File: src/rtl/mano_timing_ctrl.sv
// mano_timing_ctrl: timing-and-control sequencer for the scaled Mano basic
// computer (8-bit instructions, 4-bit addresses, 16-word memory).
// It holds the sequence counter SC, the run flip-flop S, the instruction
// indirect latch Ilat and, when built with MANO_INTR_EN defined, the
// interrupt-cycle flag R and the interrupt enable IEN.
// Every control strobe is a combinational decode of SC, Ilat, R and IR,
// gated by S, so a strobe is high for exactly the cycle of its T-step.
// SC and RUN expose the complete sequencer state.
// Optional feature macro: MANO_INTR_EN (interrupt cycle, ION/IOF).
module mano_timing_ctrl (
    input  logic       CLK,
    input  logic       RST,
    input  logic       START,
    input  logic [7:0] IR,
    input  logic       DR_ZERO,
    input  logic       SKIP,
    input  logic       INTR_REQ,
    output logic [3:0] SC,
    output logic       RUN,
    output logic       PC_INC,
    output logic       PC_LD,
    output logic       PC_CLR,
    output logic       AR_LD,
    output logic [1:0] AR_SEL,
    output logic       AR_INC,
    output logic       AR_CLR,
    output logic       IR_LD,
    output logic       DR_LD,
    output logic       DR_INC,
    output logic       AC_LD,
    output logic       MEM_RD,
    output logic       MEM_WR,
    output logic       REG_EXEC,
    output logic [1:0] WR_SEL,
    output logic [1:0] ALU_OP
);

    // T-step encoding of the sequence counter; values 7..15 are illegal.
    typedef enum logic [3:0] {
        T0 = 4'd0,
        T1 = 4'd1,
        T2 = 4'd2,
        T3 = 4'd3,
        T4 = 4'd4,
        T5 = 4'd5,
        T6 = 4'd6
    } tstep_e;

    logic [3:0] sc_q;
    logic       s_q;
    logic       ilat_q;
    logic       r_q;
    logic [2:0] opcode;
    logic       sc_clr;
    logic       hlt;

    assign opcode = IR[6:4];
    assign SC     = sc_q;
    assign RUN    = s_q;

    // Step decode: strobes for the current T-step plus the end-of-step action.
    always_comb begin
        PC_INC   = 1'b0;
        PC_LD    = 1'b0;
        PC_CLR   = 1'b0;
        AR_LD    = 1'b0;
        AR_SEL   = 2'b00;
        AR_INC   = 1'b0;
        AR_CLR   = 1'b0;
        IR_LD    = 1'b0;
        DR_LD    = 1'b0;
        DR_INC   = 1'b0;
        AC_LD    = 1'b0;
        MEM_RD   = 1'b0;
        MEM_WR   = 1'b0;
        REG_EXEC = 1'b0;
        WR_SEL   = 2'b00;
        ALU_OP   = 2'b00;
        sc_clr   = 1'b0;
        hlt      = 1'b0;
        if (s_q) begin
            if (r_q && (sc_q <= 4'd2)) begin
                // Interrupt cycle: save PC at address 0, vector to address 1.
                case (sc_q)
                    T0: AR_CLR = 1'b1;
                    T1: begin
                        MEM_WR = 1'b1;
                        WR_SEL = 2'b01;
                        PC_CLR = 1'b1;
                    end
                    default: begin
                        PC_INC = 1'b1;
                        sc_clr = 1'b1;
                    end
                endcase
            end else begin
                case (sc_q)
                    T0: AR_LD = 1'b1;
                    T1: begin
                        MEM_RD = 1'b1;
                        IR_LD  = 1'b1;
                        PC_INC = 1'b1;
                    end
                    T2: begin
                        AR_LD  = 1'b1;
                        AR_SEL = 2'b01;
                    end
                    T3: begin
                        if (opcode != 3'd7) begin
                            if (ilat_q) begin
                                MEM_RD = 1'b1;
                                AR_LD  = 1'b1;
                                AR_SEL = 2'b10;
                            end
                        end else begin
                            sc_clr = 1'b1;
                            if (!ilat_q) begin
                                if (IR[3:0] == 4'b0001) begin
                                    hlt = 1'b1;
                                end else begin
                                    REG_EXEC = 1'b1;
                                    PC_INC   = SKIP;
                                end
                            end
                        end
                    end
                    T4: begin
                        case (opcode)
                            3'd0, 3'd1, 3'd2, 3'd6: begin
                                MEM_RD = 1'b1;
                                DR_LD  = 1'b1;
                            end
                            3'd3: begin
                                MEM_WR = 1'b1;
                                sc_clr = 1'b1;
                            end
                            3'd4: begin
                                PC_LD  = 1'b1;
                                sc_clr = 1'b1;
                            end
                            3'd5: begin
                                MEM_WR = 1'b1;
                                WR_SEL = 2'b01;
                                AR_INC = 1'b1;
                            end
                            default: sc_clr = 1'b1;
                        endcase
                    end
                    T5: begin
                        case (opcode)
                            3'd0, 3'd1, 3'd2: begin
                                AC_LD  = 1'b1;
                                ALU_OP = IR[5:4];
                                sc_clr = 1'b1;
                            end
                            3'd5: begin
                                PC_LD  = 1'b1;
                                sc_clr = 1'b1;
                            end
                            3'd6: DR_INC = 1'b1;
                            default: sc_clr = 1'b1;
                        endcase
                    end
                    T6: begin
                        if (opcode == 3'd6) begin
                            MEM_WR = 1'b1;
                            WR_SEL = 2'b10;
                            PC_INC = DR_ZERO;
                        end
                        sc_clr = 1'b1;
                    end
                    // SC outside 0..6 is never reached normally; recover to T0.
                    default: sc_clr = 1'b1;
                endcase
            end
        end
    end

    // Sequencer state: SC, run flip-flop and the indirect-bit latch.
    always_ff @(posedge CLK) begin
        if (RST) begin
            sc_q   <= 4'd0;
            s_q    <= 1'b0;
            ilat_q <= 1'b0;
        end else if (!s_q) begin
            // Halted: SC parked at 0; START begins a fresh fetch at T0.
            sc_q <= 4'd0;
            if (START) begin
                s_q <= 1'b1;
            end
        end else begin
            if (sc_clr) begin
                sc_q <= 4'd0;
            end else begin
                sc_q <= sc_q + 4'd1;
            end
            if (hlt) begin
                s_q <= 1'b0;
            end
            if (!r_q && (sc_q == 4'd2)) begin
                ilat_q <= IR[7];
            end
        end
    end

`ifdef MANO_INTR_EN
    logic ien_q;
    logic io_step;
    logic ion;
    logic iof;

    // An I/O instruction is opcode 7 with I = 1, executed in T3 of a normal cycle.
    assign io_step = s_q && !r_q && (sc_q == 4'd3) && (opcode == 3'd7) && ilat_q;
    assign ion     = io_step && (IR[3:0] == 4'b1000);
    assign iof     = io_step && (IR[3:0] == 4'b0100);

    // Interrupt state: IEN set/cleared by ION/IOF, R raised outside fetch T0..T2.
    always_ff @(posedge CLK) begin
        if (RST) begin
            r_q   <= 1'b0;
            ien_q <= 1'b0;
        end else if (s_q && r_q && (sc_q == 4'd2)) begin
            r_q   <= 1'b0;
            ien_q <= 1'b0;
        end else begin
            if (ion) begin
                ien_q <= 1'b1;
            end else if (iof) begin
                ien_q <= 1'b0;
            end
            if (s_q && ien_q && INTR_REQ && !r_q && (sc_q > 4'd2)) begin
                r_q <= 1'b1;
            end
        end
    end
`else
    logic unused_intr_req;

    // Interrupts not built: R is tied off and the request line is ignored.
    assign r_q             = 1'b0;
    assign unused_intr_req = INTR_REQ;
`endif

endmodule

File: config.mk
export PLATFORM = sky130hd
export DESIGN_NAME = mano_timing_ctrl
export DESIGN_NICKNAME = d
export VERILOG_FILES = /design/src/rtl/mano_timing_ctrl.sv
export SDC_FILE = /design/constraint.sdc
export NUM_CORES = 1
export LEC_CHECK = 0
export ABC_AREA = 1
export CAP_MARGIN = 10
export CORE_MARGIN = 1.5
export CORE_UTILIZATION = 33
export DETAILED_ROUTE_END_ITERATION = 16
export PLACE_DENSITY = 0.75
export SYNTH_ARGS = -nofsm -noshare
export SYNTH_HDL_FRONTEND = slang
export SYNTH_SLANG_ARGS = --single-unit
File: constraint.sdc
create_clock -name CLK -period 1.3 [get_ports CLK]
set_clock_uncertainty 0.1 [all_clocks]
set_input_delay 0.195 -clock CLK [delete_from_list [all_inputs] [get_ports CLK]]
set_output_delay 0.195 -clock CLK [all_outputs]
set_load 0.02 [all_outputs]
==> summary.txt <==
Floorplan
  – Die Y: 46.72 µm
  – Initial Utilization: 35.74%
  – I/O pins: 38
  – Die footprint: 0.002182 mm²
  – Core box area: 0.001764 mm²
  – Die Wd: 46.72 µm
  – Row count: 15

Detailed routing
  – Residual DRC: 0
  – Drt total wl: 3245 µm
  – Pre-antenna DRT Iters: 4
  – Drt wl/cell: 16.39 µm
  – Initial detailed-routing violation count: 28
  – Via density: 5.101
  – Antenna Nets Post-Route: 0
  – Via Count: 1,010

Final layout
  – Layout area overhead: 150.2%
  – Non-filler cells in the finished layout: 198
  – Filler cells: 80
  – Diodes inserted: 0
  – Register area: 133.9 µm²
  – Multi-input combinational cell area: 726.9 µm²
  – Share of cells above drive strength 1: 64.16%
  – Fin area: 0.001578 mm²
  – Nets: 192

Pwr
  – Clk pwr share: 30.9%
  – Worst IR Drop VDD: 0.5605 mV
  – Pint: 0.4183 mW
  – Sw Ratio: 36.38%
  – Combinational fraction of design power: 39.4%
  – Psw: 0.2392 mW
  – Lkg Pwr: 0.6660 nW
  – Seq pwr share: 29.7%
  – Pwr/cell area: 416.7 mW/mm²
  – Post-route total power: 0.6575 mW

GRT
  – GRT Util Overall: 24.52%
  – Initial antenna violation count: 0
  – Largest net degree at the start of global routing: 9
  – GRT Residual Overflow: 0
  – Vias in the first global route: 904
  – First-pass GRT wire length: 3822 µm

Placement
  – Routability-driven placement congestion ratio: 0.8535
  – Pre-CTS setup slack: -1.019 ns
  – Post-DP Area: 0.001301 mm²
  – DP HPWL: 1747 µm
  – Placed cells: 188
  – Input/output buffers: 34

STA
  – Fin crit period: 1.773 ns
  – RSZ-0062 raised after global routing: true
  – WHS: 0.5065 ns
  – Post-route setup slack: -0.4731 ns
  – Fin. Hold Viols: 0
  – Final Max Slew Viols: 0
  – Maximum clock frequency: 0.5640 GHz
  – Final cycle utilization of the critical path: 136.4%
  – Setup Viol. Count Final: 22

Critical path
  – CP endpoint kind: primary output
  – Critical path arrival: 1.48 ns
  – Max FO, Critical Path: 4
  – Critical path, cell by cell: ha_4 -> nand4_1 -> a21oi_1 -> buf_4
  – Reg2Reg Setup Slack: -0.37 ns
  – Crit-path leading delay family: flip-flops
  – Critical path class: flip-flop to primary output
  – CP max-delay cell: dfxtp_4
  – Worst endpoint required time: 1.00 ns
  – Max incr delay on CP: 0.40 ns
  – Worst setup SP type: flip-flop
  – Worst Path Buf+Inv: 1

Run status
  – Failing checks: setup timing
  – Outcome: finished with violations

Yosys
  – Synthesis-stage register bit count: 6
  – Sequential share of the synthesized area: 19.05%
  – Mapped Cells: 105
  – Synth Cell Area: 630.6 µm²
  – Unique masters post-synth: 26
  – YS warnings: 0
  – Synth Area per Inst: 6.006 µm²

Clocking
  – Clock Path Buffers: 2
  – Clock transition at the registers of the reported paths: 0.05 ns
  – TritonCTS Buffers: 3
  – CTS root buf: clkbuf_4
  – Max H-tree Level: 1
  – Latest clock arrival within the worst-skew pair: 0.26 ns
  – Num Clock Sinks: 6
  – CTS tree: yes

Min path
  – HP Class: flip-flop to flip-flop

Flow run
  – Max-cap viol count: 0
[metrics by stage]
step           util, %  setup TNS [ns]
6_report         89.43          -8.085
5_1_grt          89.43          -9.181
4_1_cts          79.65          -6.716
3_5_place_dp     73.76          -16.33
3_3_place_gp     73.76          -15.65
2_1_floorplan        -          -2.120
[synthesized netlist by cell type]
master	n	area [µm²]
nor2_1	24	90.09
nand2_1	16	60.06
inv_1	12	45.04
nand3_1	9	45.04
a21oi_1	6	30.03
dfxtp_1	6	120.1
ha_1	4	50.05
buf_4	3	22.52
inv_2	3	11.26
nand2_2	3	18.77
nor2_2	2	12.51
nor3_1	2	10.01
o21ai_1	2	10.01
a31oi_1	1	6.260
a41oi_1	1	8.760
buf_1	1	3.750
conb_1	1	3.750
nand3_4	1	17.52
nand4_1	1	6.260
nor2_4	1	11.26
nor3_2	1	10.01
nor4_1	1	6.260
o21ai_0	1	5.000
o21ai_2	1	8.760
xnor2_1	1	8.760
xor2_1	1	8.760
[registers in the layout (all words and copies together) (netlist names)]
signal / cells
SC: 4
ilat_q: 1
RUN: 1
[layout make-up]
| cell class | count | area share (%) |
|---|---|---|
| clock buffer | 4 | 1.665 |
| inverter | 15 | 4.203 |
| multi-input combinational | 81 | 46.07 |
| sequential | 6 | 8.485 |
| tap | 25 | 1.983 |
| timing repair buffer | 67 | 37.59 |
[power groups by stage]
stage,clock [mW],combinational [mW],sequential (mW)
after floorplan,0,0.0882,0.204
after global placement,0,0.209,0.197
after detailed placement,0,0.213,0.198
after CTS,0.195,0.219,0.193
after global routing,0.215,0.272,0.196
final,0.203,0.259,0.195
[repair_timing]
action / 4_1_cts / 5_1_grt
pin swaps: 9 / 14
setup buffers: 3 / 6
setup endpoints to repair: 27 / 25
endpoints found under the hold margin: 0 / 0
resized for setup: 137 / 36
hold buffers: 0 / 0
[cell families after synthesis]
| group | Yosys count | synth area share, % |
|---|---|---|
| AOI/OAI and AO/OA | 12 | 10.91 |
| other | 1 | 0.5947 |
| buffers and inverters | 19 | 13.09 |
| and+or+nand+nor | 61 | 45.64 |
| DFF | 6 | 19.05 |
| adders and majority gates | 4 | 7.937 |
| xor gates and xnor gates | 2 | 2.778 |
[final timing paths]
kind          from  cells after the start  endpoint
min reg2reg  SC[0]                      2     SC[0]
max reg2reg  SC[0]                     11     SC[2]
max          SC[0]                      4     AR_LD
min          SC[0]                      2     SC[0]
[layout by cell type (no fill, tap or decap), drive strengths merged]
master	netlist	routed
conb	1	2
xor2	1	1
dlygate4sd2	0	3
inv	15	15
o21ai	4	4
a31oi	1	1
nor4	1	1
nand4	1	1
buf	4	54
a21oi	6	6
clkbuf	0	5
clkdlybuf4s50	0	9
nand2	19	19
nor2	27	27
ha	4	4
xnor2	1	1
dfxtp	6	6
nand3	10	10
nor3	3	3
a41oi	1	1
[layer usage]
layer	global-route usage, %	share of wire (%)	wire length, µm
met5	0	0	0
met1	28.00	41	1325
met2	43.61	51	1665
met4	7.222	1.8	57
met3	7.843	6.1	197
[worst min-delay path, delay by kind of cell, from the launching register on]
family / cells / cell delay, ns
buffers and inverters: 1 / 0.13
DFF: 1 / 0.40
and+or+nand+nor: 1 / 0.04
No activity file was read; power rests on OpenSTA's default activity.
